[config.mk]
export PLATFORM = sky130hd
export DESIGN_NAME = puzzle_board_ctrl
export DESIGN_NICKNAME = d
export VERILOG_FILES = /design/src/rtl/puzzle_board_ctrl.sv
export SDC_FILE = /design/constraint.sdc
export NUM_CORES = 1
export LEC_CHECK = 0
export ABC_CLOCK_PERIOD_IN_PS = 4500
export CAP_MARGIN = 20
export CORE_MARGIN = 3
export CORE_UTILIZATION = 62
export CTS_BUF_LIST = sky130_fd_sc_hd__clkbuf_16
export DETAILED_ROUTE_END_ITERATION = 12
export GPL_ROUTABILITY_DRIVEN = 1
export PLACE_DENSITY = 0.79
export REMOVE_ABC_BUFFERS = 1
export SLEW_MARGIN = 5
export SYNTH_ARGS = -nofsm -noshare
export SYNTH_HDL_FRONTEND = slang
export SYNTH_SLANG_ARGS = --single-unit
[constraint.sdc]
create_clock -name clk_24m -period 4.5 [get_ports clk_24m]
set_input_delay 1.125 -clock clk_24m [delete_from_list [all_inputs] [get_ports clk_24m]]
set_output_delay 1.125 -clock clk_24m [all_outputs]
set_load 0.01 [all_outputs]
[src/rtl/puzzle_board_ctrl.sv]
// 15-puzzle board controller: owns the 4x4 tile store, shuffles it with an LFSR,
// validates and applies player moves, and scans the board for the solved layout.
//
// state   | meaning
// IDLE    | after reset, waiting for new_game
// SHUFFLE | one random blank-move attempt per cycle until the counter empties
// PLAY    | waiting for sel_pulse
// CHECK   | adjacency test of the latched cell against the blank
// SWAP    | move tile into the blank, bump move_cnt
// VERIFY  | compare one cell per cycle against the solved layout
// DONE    | board frozen, solved held high
module puzzle_board_ctrl #(
  parameter int          SHUFFLE_MOVES = 200,
  parameter logic [15:0] LFSR_SEED     = 16'hACE1
) (
  input  logic       clk_24m,
  input  logic       rst_n,
  input  logic [4:0] cursor_addr,
  input  logic       sel_pulse,
  input  logic       new_game,
  input  logic [3:0] disp_addr,
  output logic [3:0] disp_tile,
  output logic [3:0] blank_pos,
  output logic [9:0] move_cnt,
  output logic       busy,
  output logic       illegal,
  output logic       solved
);

  localparam logic [2:0] ST_IDLE    = 3'd0;
  localparam logic [2:0] ST_SHUFFLE = 3'd1;
  localparam logic [2:0] ST_PLAY    = 3'd2;
  localparam logic [2:0] ST_CHECK   = 3'd3;
  localparam logic [2:0] ST_SWAP    = 3'd4;
  localparam logic [2:0] ST_VERIFY  = 3'd5;
  localparam logic [2:0] ST_DONE    = 3'd6;

  logic [2:0]  state;
  logic [3:0]  board [16];
  logic [15:0] lfsr;
  logic        lfsr_fb;
  logic [15:0] shuf_cnt;
  logic [3:0]  sel_idx;
  logic        sel_ok;
  logic [3:0]  vidx;
  logic [3:0]  shuf_tgt;
  logic        shuf_ok;
  logic        move_legal;

  function automatic logic adj2(input logic [1:0] a, input logic [1:0] b);
    return (({1'b0, a} + 3'd1) == {1'b0, b}) || (({1'b0, b} + 3'd1) == {1'b0, a});
  endfunction

  assign lfsr_fb = lfsr[15] ^ lfsr[13] ^ lfsr[12] ^ lfsr[10];

  always_comb begin
    shuf_tgt = blank_pos;
    shuf_ok  = 1'b0;
    case (lfsr[1:0])
      2'd0: begin shuf_ok = (blank_pos[3:2] != 2'd3); shuf_tgt = blank_pos + 4'd4; end
      2'd1: begin shuf_ok = (blank_pos[3:2] != 2'd0); shuf_tgt = blank_pos - 4'd4; end
      2'd2: begin shuf_ok = (blank_pos[1:0] != 2'd0); shuf_tgt = blank_pos - 4'd1; end
      default: begin shuf_ok = (blank_pos[1:0] != 2'd3); shuf_tgt = blank_pos + 4'd1; end
    endcase
  end

  always_comb begin
    move_legal = sel_ok &&
      (((sel_idx[3:2] == blank_pos[3:2]) && adj2(sel_idx[1:0], blank_pos[1:0])) ||
       ((sel_idx[1:0] == blank_pos[1:0]) && adj2(sel_idx[3:2], blank_pos[3:2])));
  end

  assign busy   = (state == ST_SHUFFLE) || (state == ST_CHECK) ||
                  (state == ST_SWAP) || (state == ST_VERIFY);
  assign solved = (state == ST_DONE);

  always_ff @(posedge clk_24m or negedge rst_n) begin
    if (!rst_n) begin
      state     <= ST_IDLE;
      for (int i = 0; i < 16; i++) board[i] <= 4'(i + 1);
      lfsr      <= LFSR_SEED;
      shuf_cnt  <= '0;
      sel_idx   <= '0;
      sel_ok    <= 1'b0;
      vidx      <= '0;
      blank_pos <= 4'd15;
      move_cnt  <= '0;
      disp_tile <= '0;
      illegal   <= 1'b0;
    end else begin
      lfsr      <= {lfsr[14:0], lfsr_fb};
      disp_tile <= board[disp_addr];
      illegal   <= 1'b0;
      if (new_game) begin
        // solved value of cell i is i+1 mod 16, which also gives 0 for cell 15
        for (int i = 0; i < 16; i++) board[i] <= 4'(i + 1);
        blank_pos <= 4'd15;
        move_cnt  <= '0;
        shuf_cnt  <= 16'(SHUFFLE_MOVES);
        state     <= (SHUFFLE_MOVES == 0) ? ST_PLAY : ST_SHUFFLE;
      end else begin
        case (state)
          ST_SHUFFLE: begin
            if (shuf_ok) begin
              board[blank_pos] <= board[shuf_tgt];
              board[shuf_tgt]  <= 4'd0;
              blank_pos        <= shuf_tgt;
              shuf_cnt         <= shuf_cnt - 16'd1;
              if (shuf_cnt == 16'd1) state <= ST_PLAY;
            end
          end
          ST_PLAY: begin
            if (sel_pulse) begin
              sel_idx <= 4'(cursor_addr - 5'd1);
              sel_ok  <= (cursor_addr >= 5'd1) && (cursor_addr <= 5'd16);
              state   <= ST_CHECK;
            end
          end
          ST_CHECK: begin
            if (move_legal) begin
              state <= ST_SWAP;
            end else begin
              illegal <= 1'b1;
              state   <= ST_PLAY;
            end
          end
          ST_SWAP: begin
            board[blank_pos] <= board[sel_idx];
            board[sel_idx]   <= 4'd0;
            blank_pos        <= sel_idx;
            if (move_cnt != 10'd999) move_cnt <= move_cnt + 10'd1;
            vidx  <= '0;
            state <= ST_VERIFY;
          end
          ST_VERIFY: begin
            if (board[vidx] != vidx + 4'd1) state <= ST_PLAY;
            else if (vidx == 4'd15)          state <= ST_DONE;
            else                             vidx  <= vidx + 4'd1;
          end
          default: ;
        endcase
      end
    end
  end

endmodule
**Word level (Yosys, flattened, before mapping)**

Index checks and enable logic that the tools add are counted.

- Equality and inequality tests: 26
- Reductions and logical operators: 29
- Multiplexer cells: 48
- Bitwise gates (word level): 13
- $add $sub $neg: 12
- $lt $le $gt $ge: 10

Operators with widths:

| kind | count |
|---|---|
| AND 64 bit | 2 |
| bitwise mux 64 bit | 2 |
| two-way mux 64 bit | 2 |
| NOT 64 bit | 2 |
| one-hot mux 64 bit (2 select lines) | 1 |
| binary-select mux 4 bit (select 4 bit) | 4 |
| two-way mux 4 bit | 15 |
| demux 4 bit (select 4 bit) | 3 |
| two-way mux 16 bit | 3 |
| two-way mux 10 bit | 3 |
| >= comparator 5 bit, second input constant | 5 |
| NOT 4 -> 5 bit | 5 |
| two-way mux 3 bit | 7 |
| equality test 16 x 1 -> 1 bit, second input constant | 1 |
| one-hot mux 4 bit (2 select lines) | 2 |
| subtractor 16 x 1 -> 16 bit, second input constant | 1 |
| less-than comparator 5 x 1 -> 1 bit, second input constant | 3 |
| one-hot mux 3 bit (5 select lines) | 1 |
| nonzero test 2 bit | 7 |
| adder 2 x 1 -> 3 bit, second input constant | 4 |
| equality test 3 x 2 -> 1 bit | 4 |
| one-hot mux 4 bit (3 select lines) | 1 |
| adder 10 x 1 -> 10 bit, second input constant | 1 |
| inequality test 10 bit, second input constant | 1 |
| other kinds (31) | 58 |

- Output and inout port bits: 21
- Logic and storage cells: 164
- Bits in registers: 127
- Input bits: 13

**Depth between registers and ports, before layout**

- Word-level depth: 12
- Mapped depth: 13
- Mapped depth without buffers: 11

**Worst setup path after synthesis**

OpenSTA, ideal clock, no wires.

- Kind: reg2reg
- Start point: register lfsr[0]
- End point: register board[26] in the netlist's numbering
- Period minus slack after synthesis: 3.221 ns
- Stages on the path, launching flop included: 12
- Slack: 1.279 ns
- Path buffers: 0
- Data required time: 4.357 ns
- Arrival: 3.077 ns
- Library setup time: 0.143 ns
- Path through: dfstp_2 inv_1 ha_1 xor2_1 ha_1 a21oi_1 mux2_2 xnor2_1 a21oi_4 a22o_2 o31ai_1 o211ai_1

- Longest elaborated chain between the ends: 12
- Elaborated cells on any way between the ends: 22
- Classes of those cells: order compare (2); eq/ne (3); mux (11); bitwise (3); reduce/logical (3)

Ends and longest elaborated chain:

| what | line | source |
|---|---|---|
| start: declaration | 40 | `logic [15:0] lfsr;` |
| start signal: assignment | 91 | `lfsr <= {lfsr[14:0], lfsr_fb};` |
| equality test 2 bit, or another cell as far along | 59 | `case (lfsr[1:0])` |
| one-hot mux 4 bit (3 select lines) | 59 |  |
| NOT 4 -> 5 bit (implied by the code) | 105, 106 |  |
| >= comparator 5 bit (implied by the code) or less-than comparator 5 x 1 -> 1 bit (tied branches) | 106 | `board[shuf_tgt] <= 4'd0;` |
| logical AND 1 bit (implied by the code) | 106 |  |
| two-way mux 4 bit (implied by the code) | 106 |  |
| demux 4 bit (select 4 bit) | 106 |  |
| NOT 64 bit (no line) | - |  |
| AND 64 bit (no line) | - |  |
| two-way mux 64 bit | 104 | `if (shuf_ok) begin` |
| one-hot mux 64 bit (2 select lines) | 102 | `case (state)` |
| two-way mux 64 bit | 94 | `if (new_game) begin` |
| end signal: indexed assignment | 105 | `board[blank_pos] <= board[shuf_tgt];` |
| end signal: indexed assignment | 128 | `board[blank_pos] <= board[sel_idx];` |
| end: declaration | 39 | `logic [3:0] board [16];` |

Parallel ways exist; a longest one is shown, timed or not. The select of a mux whose other input is x is not followed.
A chain may end at the register's enable or synchronous reset.

**Worst setup path in the final report**

- Start point: register lfsr[0]
- End point: register board[11] in the netlist's numbering

Same word-level chain as after synthesis.

==> Flow_metrics.wiki <==
{| class="wikitable"
! Metric !! Value
|-
| Run status || finished, final reports clean
|-
| Net switching power figure || 0.676 mW
|-
| Slack of the worst reg-to-reg path || 0.56 ns
|-
| Hold slack || 0.352 ns
|-
| Data arrival time of the critical path || 4.26 ns
|-
| Timing endpoint of the critical path || board[11]$_DFFE_PN1P_
|-
| Number of cells upsized or downsized after cts || 0
|-
| Max clock buf depth || 2
|-
| Detail-routed net length per standard cell || 26.6 um
|-
| Die boundary width || 136 um
|-
| Number of diodes || 0
|-
| Dominant synthesized flop cell || dfrtp_1
|-
| EDFF count, synth || 0
|-
| Critical path endpoint category || register
|-
| Fin nets || 1134
|-
| Number of library cell types mapped by synthesis || 85
|-
| Number of remaining DRC errors || 0
|-
| Final GP Congestion || 1.01
|-
| Hold-fix buffer count after cts || 0
|-
| Vias in the first global route || 9347
|-
| Total cell area at the placement stage || 0.0109 mm2
|-
| Part of the Yosys area used for sequential elements || 0.311
|-
| Cell area after layout || 0.0115 mm2
|-
| Crit Path Class || register to register
|-
| Initial Utilization || 0.644
|-
| DR vias/cell || 7.43
|-
| Setup repair after global routing missed its margin || no
|-
| TritonCTS clock tree || built
|-
| Largest net degree at the start of global routing || 68
|-
| Fmax || 254 MHz
|-
| Number of antenna violations at the first check in global routing || 0
|-
| Worst Path Max Fanout || 11
|-
| Count of non-filler cells in the finished layout || 1322
|-
| Clock buffer count from CTS || 17
|-
| GRT Resource Usage Total || 0.393
|-
| Slew headroom || 0.268
|-
| Final Max Tran Viols || 0
|-
| Cell family contributing the most delay on the critical path || compound AO/OA/AOI/OAI gates
|-
| Detailed placement HPWL || 24.4 mm
|-
| Die Height || 136 um
|-
| Fraction of power consumed by combinational cells || 0.051
|-
| I/O Pins || 34
|-
| Global-route congestion overflow total || 0
|-
| Number of buffer cells added on primary ports || 33
|-
| Clock transition at the registers of the reported paths || 0.06 ns
|-
| Final setup TNS || 0 ns
|-
| Cell mode on critical path || ha_1
|-
| Crit-path max cell delay || 0.65 ns
|-
| Crit-path slowest cell || a211oi_4
|-
| Area of the mapped netlist || 0.0104 mm2
|-
| Post-layout minimum cycle time || 3.94 ns
|-
| Critical Path, Cell by Cell || inv_1 > ha_1 > xor2_1 > ha_1 > a21oi_1 > mux2_2 > xnor2_1 > a21oi_4 > a22o_4 > a211oi_4 > buf_4 > a221oi_1
|-
| Mean instance size in the synthesized netlist || 9.51 um2
|-
| Share of power burned in the clock network || 0.531
|-
| Detailed-routing iteration count for the pre-antenna-repair pass || 9
|-
| Transition time at the pin with the least slew margin || 1.07 ns
|-
| Path category of the worst min-delay check || register to register
|-
| Type of element launching the critical path || register
|-
| Ratio of cells with drive above 1 in the final layout || 0.196
|-
| Buf+Inv Stages, Crit Path || 2
|-
| Sink count of the clock tree || 127
|-
| Flip-flop and latch count after synthesis || 127
|-
| Final number of setup-violating endpoints || 0
|-
| Highest ir drop seen on vdd || 0.000264 V
|-
| Total number of H-tree levels || 4
|-
| First-pass GRT wire length || 54.7 mm
|-
| Number of stages on the worst hold path || 0
|-
| Die ar. || 0.0184 mm2
|-
| Worst setup path start || lfsr[0]$_DFF_PN1_
|-
| Total via count after detailed routing || 9822
|-
| Count of antenna-violating nets left after detailed routing || 0
|-
| Synth warnings || 0
|-
| Inst Count DP || 1290
|-
| # fillers || 1235
|-
| Async set or reset register ratio after synthesis || 1.00
|-
| Number of max-capacitance violations reported || 0
|-
| Power Dens Cells || 240 mW/mm2
|-
| Area delta synth->final || 10.1%
|-
| Setup bufs post-CTS || 0
|-
| Area inside the core boundary || 0.0162 mm2
|-
| Standby leakage power || 4.24 nW
|-
| Number of hold-slack violations in the final timing report || 0
|-
| Clock tree root driver cell || clkbuf_16
|-
| R2r endpoint || board[11]$_DFFE_PN1P_
|-
| Net switching fraction of the power || 0.245
|-
| Clk_skew || 0.00963 ns
|-
| Core Rows || 46
|-
| Portion of total power attributed to sequential cells || 0.418
|-
| Gate count of the mapped netlist || 1095
|-
| Clock network latency to the later pin of the worst-skew pair || 0.43 ns
|-
| Post-Route WL || 35.2 mm
|-
| Overall power || 2.76 mW
|-
| Internal power component || 2.08 mW
|-
| Worst R2R Start || lfsr[0]$_DFF_PN1_
|-
| Drt first-iter violations || 1609
|-
| Share of the cycle needed by the critical path after routing || 0.875
|-
| Register-to-Register Path Depth || 12
|-
| Required time at the endpoint of the critical path || 4.83 ns
|-
| Critical Path Stages || 12
|}
-- routing by layer --
layer | global-route usage | vias up | part of all wire
li1 | - | 4169 | -
met1 | 0.550 | 4706 | 0.38
met2 | 0.569 | 783 | 0.43
met3 | 0.135 | 164 | 0.14
met4 | 0.149 | 0 | 0.044
met5 | 0 | - | 0
-- power by group through the flow --
| stage | clock network (mW) | registers [mW] | logic (mW) |
|---|---|---|---|
| floorplan | 0 | 1.17 | 0.0499 |
| global placement | 0 | 1.17 | 0.137 |
| detailed placement | 0 | 1.17 | 0.139 |
| CTS | 1.46 | 1.15 | 0.139 |
| global route | 1.51 | 1.15 | 0.148 |
| finish | 1.46 | 1.15 | 0.141 |
-- synth_stat cells (6+ instances only) --
cell | count | share of area
clkbuf_1 | 46 | 0.017
or2_2 | 6 | 0.0036
mux4_2 | 70 | 0.15
a221oi_1 | 6 | 0.0050
a21oi_1 | 62 | 0.030
xnor2_1 | 24 | 0.020
nor3b_1 | 8 | 0.0058
a31oi_1 | 8 | 0.0048
buf_6 | 7 | 0.0076
ha_1 | 28 | 0.034
o21ai_0 | 65 | 0.031
o211ai_1 | 13 | 0.0094
nand3_1 | 40 | 0.019
nor4_1 | 15 | 0.0090
mux2i_1 | 31 | 0.030
nand2_1 | 115 | 0.041
nor3_1 | 12 | 0.0058
nand2b_1 | 9 | 0.0054
a311oi_1 | 7 | 0.0059
dfstp_2 | 44 | 0.11
o22ai_1 | 12 | 0.0072
or3_1 | 6 | 0.0036
buf_1 | 11 | 0.0040
buf_2 | 14 | 0.0067
xor2_1 | 18 | 0.015
a211oi_1 | 13 | 0.0094
a211o_1 | 10 | 0.0084
o31ai_1 | 12 | 0.0087
and2_1 | 18 | 0.011
o221ai_1 | 18 | 0.015
dfrtp_1 | 83 | 0.20
nor2b_1 | 7 | 0.0042
a22oi_1 | 9 | 0.0065
and3_1 | 6 | 0.0036
nor2_1 | 103 | 0.037
inv_1 | 31 | 0.011
-- worst min path at each step --
stage,startpoint,endpoint
final,lfsr[14]$_DFF_PN0_,lfsr[15]$_DFF_PN1_
after CTS,lfsr[14]$_DFF_PN0_,lfsr[15]$_DFF_PN1_
after floorplan,lfsr[2]$_DFF_PN0_,lfsr[3]$_DFF_PN0_
after global placement,lfsr[3]$_DFF_PN0_,lfsr[4]$_DFF_PN0_
after detailed placement,lfsr[14]$_DFF_PN0_,lfsr[15]$_DFF_PN1_
after global routing,lfsr[3]$_DFF_PN0_,lfsr[4]$_DFF_PN0_
-- registers in the layout, summed over array words and instances, names as in the netlist --
name,count
board,64
sel_ok,1
vidx,4
blank_pos,4
move_cnt,10
sel_idx,4
shuf_cnt,16
state,3
disp_tile,4
illegal,1
lfsr,16
-- stage by stage --
stage,worst slack [ns],util
floorplan,-1.21,-
global placement,0.775,0.671
detailed placement,0.674,0.671
CTS,0.669,0.709
global route,0.478,0.709
finish,0.562,0.709
-- cell type report --
cell class	count	area, um2	area share
Sequential cell	127	3230	0.282
Multi-Input combinational cell	853	6690	0.583
Tap cell	216	270	0.0236
Clock inverter	15	186	0.0163
Timing Repair Buffer	60	538	0.0469
Inverter	34	128	0.0111
Clock buffer	17	425	0.0371
-- worst register-to-register path, cell delays in order, from the launching register on --
cell and delay [ns]:
dfstp_2 0.54, inv_1 0.07, ha_1 0.30, xor2_1 0.18
ha_1 0.19, a21oi_1 0.20, mux2_2 0.45, xnor2_1 0.45
a21oi_4 0.16, a22o_4 0.31, a211oi_4 0.65, buf_4 0.27
a221oi_1 0.08
-- cell usage in the layout (no fill, tap or decap), types with 10 or more instances in the layout --
cell type / instances
dfrtp_1: 83
nand2_1: 115
o31ai_1: 12
nor2_1: 103
xor2_1: 18
clkdlybuf4s50_1: 31
a211oi_1: 13
o21ai_0: 64
dfstp_2: 44
buf_4: 27
xnor2_1: 24
mux4_2: 70
ha_1: 28
inv_1: 32
a21oi_1: 62
and2_1: 18
nand3_1: 40
nor3_1: 12
o221ai_1: 18
a211o_1: 10
o22ai_1: 12
clkbuf_16: 17
mux2i_1: 31
nor4_1: 15
o211ai_1: 13
-- cells by family (layout without fill, tap and decap cells) --
logic type / Yosys count / count (layout) / synth area share
XOR/XNOR: 43 / 43 / 0.0369
multiplexers: 106 / 106 / 0.187
buffers and inverters: 115 / 126 / 0.0493
AO/OA/AOI/OAI: 303 / 303 / 0.208
AND/OR/NAND/NOR: 373 / 373 / 0.175
adder cells (fa/ha/maj): 28 / 28 / 0.0336
flip-flops: 127 / 127 / 0.311
(Power assumes the default switching activity.)
